$ cat src/rtl/spram_arb_pkg.sv
// Shared definitions for the SPRAM port arbiter: power-state encoding,
// requester port indices and data-path widths.
package spram_arb_pkg;

    typedef enum logic [1:0] {
        ACTIVE = 2'd0,
        SLEEP  = 2'd1,
        WAKE   = 2'd2
    } pwr_state_e;

    localparam logic PORT_CPU    = 1'b0;
    localparam logic PORT_LOADER = 1'b1;

    localparam int unsigned DATA_WIDTH = 32;
    localparam int unsigned MASK_WIDTH = DATA_WIDTH / 8;

endpackage

$ cat src/rtl/spram_power_seq.sv
// SPRAM power sequencer: puts the RAM to SLEEP after a run of idle cycles
// and holds off access for a fixed number of cycles after waking.
// Ports:
//   clk, rst     clock, synchronous active-high reset
//   any_valid    some requester is asking for the memory this cycle
//   access_en    memory may be granted this cycle (ACTIVE and not in reset)
//   mem_sleep    SPRAM SLEEP pin
module spram_power_seq
    import spram_arb_pkg::*;
#(
    parameter int unsigned IDLE_CYCLES = 1024,
    parameter int unsigned WAKE_CYCLES = 3
) (
    input  logic clk,
    input  logic rst,
    input  logic any_valid,
    output logic access_en,
    output logic mem_sleep
);

    localparam int unsigned IDLE_W = (IDLE_CYCLES > 0) ? $clog2(IDLE_CYCLES + 1) : 1;
    localparam int unsigned WAKE_W = $clog2(WAKE_CYCLES + 1);
    localparam logic [IDLE_W-1:0] IDLE_MAX  = IDLE_W'(IDLE_CYCLES);
    localparam logic [WAKE_W-1:0] WAKE_LAST = WAKE_W'(WAKE_CYCLES - 1);

    pwr_state_e        state, state_next;
    logic [IDLE_W-1:0] idle_cnt, idle_next;
    logic [WAKE_W-1:0] wake_cnt, wake_next;

    // State and counter registers
    always_ff @(posedge clk) begin
        if (rst) begin
            state    <= ACTIVE;
            idle_cnt <= '0;
            wake_cnt <= '0;
        end else begin
            state    <= state_next;
            idle_cnt <= idle_next;
            wake_cnt <= wake_next;
        end
    end

    // Next state; counters clear whenever they are not actively counting
    always_comb begin
        state_next = state;
        idle_next  = '0;
        wake_next  = '0;
        case (state)
            ACTIVE: begin
                // Sleep only in a cycle that is itself idle, so no grant can
                // be issued in the cycle before SLEEP
                if (!any_valid) begin
                    if ((IDLE_CYCLES != 0) && (idle_cnt == IDLE_MAX)) begin
                        state_next = SLEEP;
                    end else if (idle_cnt != IDLE_MAX) begin
                        idle_next = idle_cnt + IDLE_W'(1);
                    end else begin
                        idle_next = idle_cnt;
                    end
                end
            end
            SLEEP: begin
                if (any_valid) begin
                    state_next = WAKE;
                end
            end
            WAKE: begin
                // Wake-up runs to completion even if the request goes away
                if (wake_cnt == WAKE_LAST) begin
                    state_next = ACTIVE;
                end else begin
                    wake_next = wake_cnt + WAKE_W'(1);
                end
            end
            default: state_next = ACTIVE;
        endcase
    end

    // Reset forces both outputs low in the reset cycle itself
    assign access_en = (state == ACTIVE) && !rst;
    assign mem_sleep = (state == SLEEP) && !rst;

endmodule

$ cat src/rtl/spram_port_arbiter.sv
// Two-port arbiter in front of a single-port 32-bit SPRAM.
// Port 0 (CPU) has priority; port 1 (loader) wins once it has been denied
// STARVE_LIMIT cycles in a row. Reads return one cycle after acceptance.
// Ports:
//   clk, rst                 clock, synchronous active-high reset
//   p0_* / p1_*              requester ports: valid/ready handshake with
//                            write, wmask, wdata, addr; rvalid/rdata return
//   mem_write/wmask/wdata/addr, mem_rdata, mem_sleep   SPRAM wrapper pins
module spram_port_arbiter
    import spram_arb_pkg::*;
#(
    parameter int unsigned ADDR_WIDTH   = 14,
    parameter int unsigned STARVE_LIMIT = 4,
    parameter int unsigned IDLE_CYCLES  = 1024,
    parameter int unsigned WAKE_CYCLES  = 3
) (
    input  logic                  clk,
    input  logic                  rst,
    input  logic                  p0_valid,
    input  logic                  p0_write,
    input  logic [MASK_WIDTH-1:0] p0_wmask,
    input  logic [DATA_WIDTH-1:0] p0_wdata,
    input  logic [ADDR_WIDTH-1:0] p0_addr,
    output logic                  p0_ready,
    output logic                  p0_rvalid,
    output logic [DATA_WIDTH-1:0] p0_rdata,
    input  logic                  p1_valid,
    input  logic                  p1_write,
    input  logic [MASK_WIDTH-1:0] p1_wmask,
    input  logic [DATA_WIDTH-1:0] p1_wdata,
    input  logic [ADDR_WIDTH-1:0] p1_addr,
    output logic                  p1_ready,
    output logic                  p1_rvalid,
    output logic [DATA_WIDTH-1:0] p1_rdata,
    output logic                  mem_write,
    output logic [MASK_WIDTH-1:0] mem_wmask,
    output logic [DATA_WIDTH-1:0] mem_wdata,
    output logic [ADDR_WIDTH-1:0] mem_addr,
    input  logic [DATA_WIDTH-1:0] mem_rdata,
    output logic                  mem_sleep
);

    localparam int unsigned STARVE_W = 4;
    localparam logic [STARVE_W-1:0] STARVE_MAX = STARVE_W'(STARVE_LIMIT);

    logic                access_en;
    logic                any_valid;
    logic                grant0;
    logic                grant1;
    logic [STARVE_W-1:0] starve_cnt;
    logic                rd_valid;
    logic                rd_port;

    assign any_valid = p0_valid | p1_valid;

    spram_power_seq #(
        .IDLE_CYCLES(IDLE_CYCLES),
        .WAKE_CYCLES(WAKE_CYCLES)
    ) u_power_seq (
        .clk      (clk),
        .rst      (rst),
        .any_valid(any_valid),
        .access_en(access_en),
        .mem_sleep(mem_sleep)
    );

    // Port 1 wins when port 0 is idle or once it has starved long enough
    assign grant1   = access_en & p1_valid & (~p0_valid | (starve_cnt == STARVE_MAX));
    assign grant0   = access_en & p0_valid & ~grant1;
    assign p0_ready = grant0;
    assign p1_ready = grant1;

    // Memory pins follow port 0 unless port 1 holds the grant
    assign mem_write = (grant0 & p0_write) | (grant1 & p1_write);
    assign mem_wmask = grant1 ? p1_wmask : p0_wmask;
    assign mem_wdata = grant1 ? p1_wdata : p0_wdata;
    assign mem_addr  = grant1 ? p1_addr  : p0_addr;

    // Starvation counter and read-return tag
    always_ff @(posedge clk) begin
        if (rst) begin
            starve_cnt <= '0;
            rd_valid   <= 1'b0;
            rd_port    <= PORT_CPU;
        end else begin
            if (grant1) begin
                starve_cnt <= '0;
            end else if (p1_valid && (starve_cnt != STARVE_MAX)) begin
                starve_cnt <= starve_cnt + STARVE_W'(1);
            end
            rd_valid <= (grant0 & ~p0_write) | (grant1 & ~p1_write);
            rd_port  <= grant1 ? PORT_LOADER : PORT_CPU;
        end
    end

    // A read in flight when reset arrives is dropped immediately
    assign p0_rvalid = rd_valid & (rd_port == PORT_CPU) & ~rst;
    assign p1_rvalid = rd_valid & (rd_port == PORT_LOADER) & ~rst;
    assign p0_rdata  = mem_rdata;
    assign p1_rdata  = mem_rdata;

endmodule

$ cat config.mk
export PLATFORM = sky130hd
export DESIGN_NAME = spram_port_arbiter
export DESIGN_NICKNAME = d
export VERILOG_FILES = /design/src/rtl/spram_arb_pkg.sv /design/src/rtl/spram_power_seq.sv /design/src/rtl/spram_port_arbiter.sv
export SDC_FILE = /design/constraint.sdc
export NUM_CORES = 1
export LEC_CHECK = 0
export ABC_AREA = 0
export CORE_AREA = 2 2 100 102
export CTS_BUF_LIST = sky130_fd_sc_hd__clkbuf_4
export DETAILED_ROUTE_END_ITERATION = 16
export DIE_AREA = 0 0 102 104
export PLACE_DENSITY = 0.71
export SLEW_MARGIN = 20
export SYNTH_ARGS = -nofsm -noshare
export SYNTH_HDL_FRONTEND = slang
export SYNTH_HIERARCHICAL = 1
export SYNTH_SLANG_ARGS = --single-unit
$ cat constraint.sdc
create_clock -name clk -period 2.9 [get_ports clk]
set_input_delay 0.435 -clock clk [delete_from_list [all_inputs] [get_ports clk]]
set_output_delay 0.435 -clock clk [all_outputs]
set_load 0.02 [all_outputs]
## Word level (Yosys, flattened, before mapping)

Index checks and enable logic that the tools add are counted.

- $add $sub $neg: 3
- Multipliers: 0
- Div/mod/pow operators: 0
- $lt $le $gt $ge: 0
- Eq/ne operators: 11
- Shift operators: 0
- Muxes and demuxes: 9
- Bitwise gates (word level): 24
- Reductions and logical operators: 9

Operator list:

| kind | number |
|---|---|
| $mux W32 | 1 |
| $mux W14 | 1 |
| $and A1 B1 Y1 | 12 |
| $add A11 B1 Y11 const B | 1 |
| $eq A11 B11 Y1 const B | 1 |
| $ne A11 B11 Y1 const B | 1 |
| $mux W2 | 4 |
| $not A1 Y1 | 8 |
| $ne A2 B1 Y1 const B | 3 |
| $pmux W2 S3 | 1 |
| $add A4 B1 Y4 const B | 1 |
| $eq A2 B2 Y1 const B | 2 |
| $eq A4 B3 Y1 const B | 1 |
| $mux W4 | 1 |
| $ne A4 B3 Y1 const B | 1 |
| $or A1 B1 Y1 | 4 |
| $reduce_and A4 Y1 | 1 |
| $reduce_or A4 Y1 | 1 |
| $logic_and A1 B1 Y1 | 3 |
| $reduce_or A3 Y1 | 1 |
| $add A2 B1 Y2 const B | 1 |
| $eq A2 B1 Y1 const B | 1 |
| $logic_not A2 Y1 | 1 |
| $ne A2 B2 Y1 const B | 1 |
| 3 further kinds | 3 |

- Bits in registers: 21
- Bits in latches: 0
- Memory bits (writable): 0
- ROM bits: 0
- Output and inout port bits: 120
- Memories kept: 0

## Logic depth before layout (Yosys ltp)

- Word-level depth: 8
- Gate-level depth with buffers: 6
- Gate-level depth less buffers: 5

## Cells and area by module

The synthesis kept the hierarchy.

By module, submodules not included:

| module | instances | cells an instance | area an instance (sq um) | sequential area each (sq um) |
|---|---|---|---|---|
| spram_port_arbiter | 1 | 163 | 1480.2 | 120.1 |
| spram_power_seq | 1 | 77 | 689.4 | 300.3 |

## Worst setup path before layout

Ideal clock, no wire load.

- Path kind: input port to output port
- From: in rst
- To: out mem_addr[2]
- Arrival time: 1.863 ns
- Path slack: 0.602 ns
- Cell stages on the path: 5
- Cell sequence: nor3_1 -> nand2_1 -> a21oi_4 -> buf_4 -> mux2_2

- Word-level cells in the longest chain between the ends: 5

Ends and longest elaborated chain:

| what | line | text |
|---|---|---|
| start: declaration | spram_port_arbiter.sv:18 | `input logic rst,` |
| $logic_not A1 Y1 | spram_power_seq.sv:80 | `assign access_en = (state == ACTIVE) && !rst;` |
| $logic_and A1 B1 Y1 | spram_power_seq.sv:80 |  |
| $and A1 B1 Y1 (2 in a row) | spram_port_arbiter.sv:68 | `assign grant1 = access_en & p1_valid & (~p0_valid \| (starve_cnt == STARVE_MAX));` |
| via p1_ready | spram_port_arbiter.sv:32 | `output logic p1_ready,` |
| $mux W14 | spram_port_arbiter.sv:77 | `assign mem_addr = grant1 ? p1_addr : p0_addr;` |
| end: declaration | spram_port_arbiter.sv:38 | `output logic [ADDR_WIDTH-1:0] mem_addr,` |

The timed path passes the listed nets, and every way through them passes these cells.

## Worst setup path in the final report

- From: reg starve_cnt[0]
- To: out mem_addr[9]

- Word-level cells in the longest chain between the ends: 4

Ends and longest elaborated chain:

| what | line | text |
|---|---|---|
| start: declaration | spram_port_arbiter.sv:50 | `logic [STARVE_W-1:0] starve_cnt;` |
| start signal: assignment | spram_port_arbiter.sv:89 | `starve_cnt <= starve_cnt + STARVE_W'(1);` |
| $eq A4 B3 Y1 | spram_port_arbiter.sv:68 |  |
| $or A1 B1 Y1 | spram_port_arbiter.sv:68 |  |
| $and A1 B1 Y1 | spram_port_arbiter.sv:68 |  |
| $mux W14 | spram_port_arbiter.sv:77 |  |

No other way between the ends.

==> impl_results.md <==
- RSZ-0062 raised after global routing: no
- Period Utilization, post-route: 94.9%
- Row Count: 36
- WL/cell: ~17 um
- FILL cells: ~1000
- M3 GR Usage: 5.11%
- Antenna viol nets, final: 0
- Routed Wire Length: between 8 and 9 mm
- IO buf count: roughly 160
- Die area: 10600 um2
- Root buffer cell: clkbuf_4
- Fin crit period: between 2 and 3 ns
- Crit path max fanout: 32
- Clk pin slew, worst setup/hold paths: about 0.12 ns
- VDD IR max: between 100 and 150 uV
- Synth unique cells: 39
- Mapped Area: around 2200 um2
- Synthesized flop and latch total: 21
- First-pass GRT wire length: 11.2 mm
- Cells after synthesis: 240
- GRT busiest layer: met2
- Placeable core region: 9550 um2
- PD cells: between 200 and 250 nW/um2
- Endpoints failing hold: 0
- Post-CTS Setup Inserts: 0
- Pre-CTS WS: -0.125 ns
- Ys Warns: 6
- Worst-Skew Late Latency: approximately 0.30 ns
- Min-delay worst type: flop to flop
- Most common cell after layout, fill and taps aside: clkdlybuf4s50_1
- TritonCTS Sinks: 21
- DR pass1 iterations: 4
- GP Congestion: ~0.77
- Final net count: between 400 and 500
- Vias in the first global route: slightly above 2000
- Syn nets: about 380
- Largest net degree at the start of global routing: 33
- Total congestion overflow: 0
- Num CTS Buffers: 3
- P&R area growth vs syn: 58.9%
- GRT Util Overall: 14.0%
- Status: completed
- Met1 Use GR: between 10% and 20%
- Critical Path Start Type: flop
- Number of setup violations in the final report: 0
- Nature of the critical path endpoint: primary output
- Die X: between 100 and 150 um
- Setup CP Type: flop to primary output
- CTS H-tree lvls: 1
- CP required: between 2 and 2.5 ns
- Worst-Margin Slew: 0.836 ns
- Met2 usage: about 25%
- Max-Cap Viols: 0
- Initial Util: between 20% and 30%
- Die Span Y: approximately 100 um
- Vias: around 2000
- Bufs on Longest Clock Path: 2
- Most frequent cells in the layout: clkdlybuf4s50_1 (110), dlygate4sd2_1 (51), mux2_2 (49)
- Post-synthesis sequential area ratio: between 10% and 20%
- Antenna violations before repair: 1
- Worst clock skew: around 0.0043 ns
- Hold WS: around 0.42 ns
- Drc violations: 0
- Synthesized area per cell: ~9 um2
- Worst EP arrival: roughly 2.3 ns
- Final slew viol count: 0
- Leak: approximately 0.0013 uW
- Layout cells sized above 1: about a fifth
- DRC violation total after the first TritonRoute iteration: 36
- DR vias/cell: between 4 and 5
- DP Wirelength: about 7 mm
- Ports: around 260
- FMAX: roughly 360 MHz
- Final worst slack: 0.148 ns
- CTS tree: yes
- Max transition margin: a little over two fifths
[path summary, 6_finish.rpt]
| check | cells after the start | from | to | slack (ns) |
|---|---|---|---|---|
| worst max register to register | 5 | u_power_seq/idle_cnt[0] | u_power_seq/idle_cnt[4] | 0.84 |
| worst max-delay path | 7 | starve_cnt[0] | mem_addr[9] | 0.15 |
| worst min-delay path | 1 | u_power_seq/wake_cnt[0] | u_power_seq/wake_cnt[0] | 0.42 |
| worst min register to register | 1 | u_power_seq/wake_cnt[0] | u_power_seq/wake_cnt[0] | 0.42 |
[final cells by class]
class,count,area [um2],share of cell area [%]
Timing Repair Buffer,167,1620,46.9
Multi-Input combinational cell,138,1170,34.1
Sequential cell,21,420,12.2
Tap cell,133,166,4.83
Inverter,10,37.5,1.09
Clock buffer,3,22.5,0.653
Clock inverter,1,5.00,0.145
Antenna cell,1,2.50,0.0726
[repair_timing]
item,CTS,global route
pin swaps,0,0
hold buffers,0,0
hold endpoints to repair,0,0
endpoints found under the setup margin,51,38
resized for setup,51,1
[per-layer routing]
| metal | vias up | share of wire [%] |
|---|---|---|
| met2 | 114 | 48 |
| met4 | 0 | 1.0 |
| li1 | 972 | - |
| met3 | 6 | 9.6 |
| met1 | 946 | 41 |
| met5 | - | 0 |
[registers in the layout (all words and copies together), names as in the netlist]
name / count
u_power_seq/idle_cnt: 11
u_power_seq/state: 2
u_power_seq/wake_cnt: 2
rd_valid: 1
rd_port: 1
starve_cnt: 4
[synth_stat cells, drive strengths merged]
cell type | n | area [um2]
o2111ai | 1 | 8.76
nand3 | 8 | 40.0
nor2 | 10 | 37.5
xor2 | 2 | 17.5
nand4 | 2 | 18.8
ha | 5 | 62.6
mux2 | 52 | 586
buf | 70 | 537
xnor2 | 1 | 8.76
o31ai | 4 | 35.0
o21bai | 1 | 7.51
or4 | 2 | 15.0
nand2 | 6 | 22.5
and3b | 1 | 8.76
and3 | 1 | 6.26
o21ai | 6 | 30.0
or2 | 2 | 12.5
a21oi | 12 | 71.3
nor4 | 1 | 6.26
inv | 10 | 37.5
clkbuf | 1 | 5.00
dfxtp | 21 | 420
or3b | 1 | 8.76
nor4b | 1 | 15.0
nor2b | 2 | 12.5
nor4bb | 1 | 10.0
nor3 | 4 | 20.0
nand3b | 3 | 35.0
o2111a | 1 | 11.3
nor3b | 1 | 7.51
or4b | 2 | 23.8
or3 | 5 | 31.3
[kinds of logic after synthesis]
group / Yosys count / synth area share (%)
AOI/OAI and AO/OA: 25 / 7.55
and+or+nand+nor: 53 / 15.3
buffers and inverters: 81 / 26.7
muxes: 52 / 27.0
adders and majority gates: 5 / 2.88
xor gates and xnor gates: 3 / 1.21
DFF: 21 / 19.4
[critical path, stage by stage, from the launching register on]
cell	delay, ns
dfxtp_1	0.35
inv_1	0.08
ha_1	0.26
nand3b_4	0.13
a21oi_4	0.24
buf_12	0.23
mux2_2	0.39
dlygate4sd2_1	0.33
[where the power goes]
part | leakage, uW | internal (uW) | switching (uW) | total (uW)
sequential | 0.000170 | 292 | 3.43 | 295
clock | 0.0000177 | 51.5 | 90.1 | 142
combinational | 0.00112 | 236 | 163 | 398
total | 0.00131 | 579 | 256 | 835
[metrics by stage]
step	instances	setup TNS, ns	instance area [um2]	power, uW	utilization [%]
after global routing	473	0	3440	880	36.1
after detailed placement	469	-2.84	3480	740	36.4
after floorplan	240	0	2170	597	-
final	474	0	3450	835	36.1
after global placement	469	-1.97	3480	737	36.4
after CTS	473	0	3440	851	36.0
(Power assumes the default switching activity.)
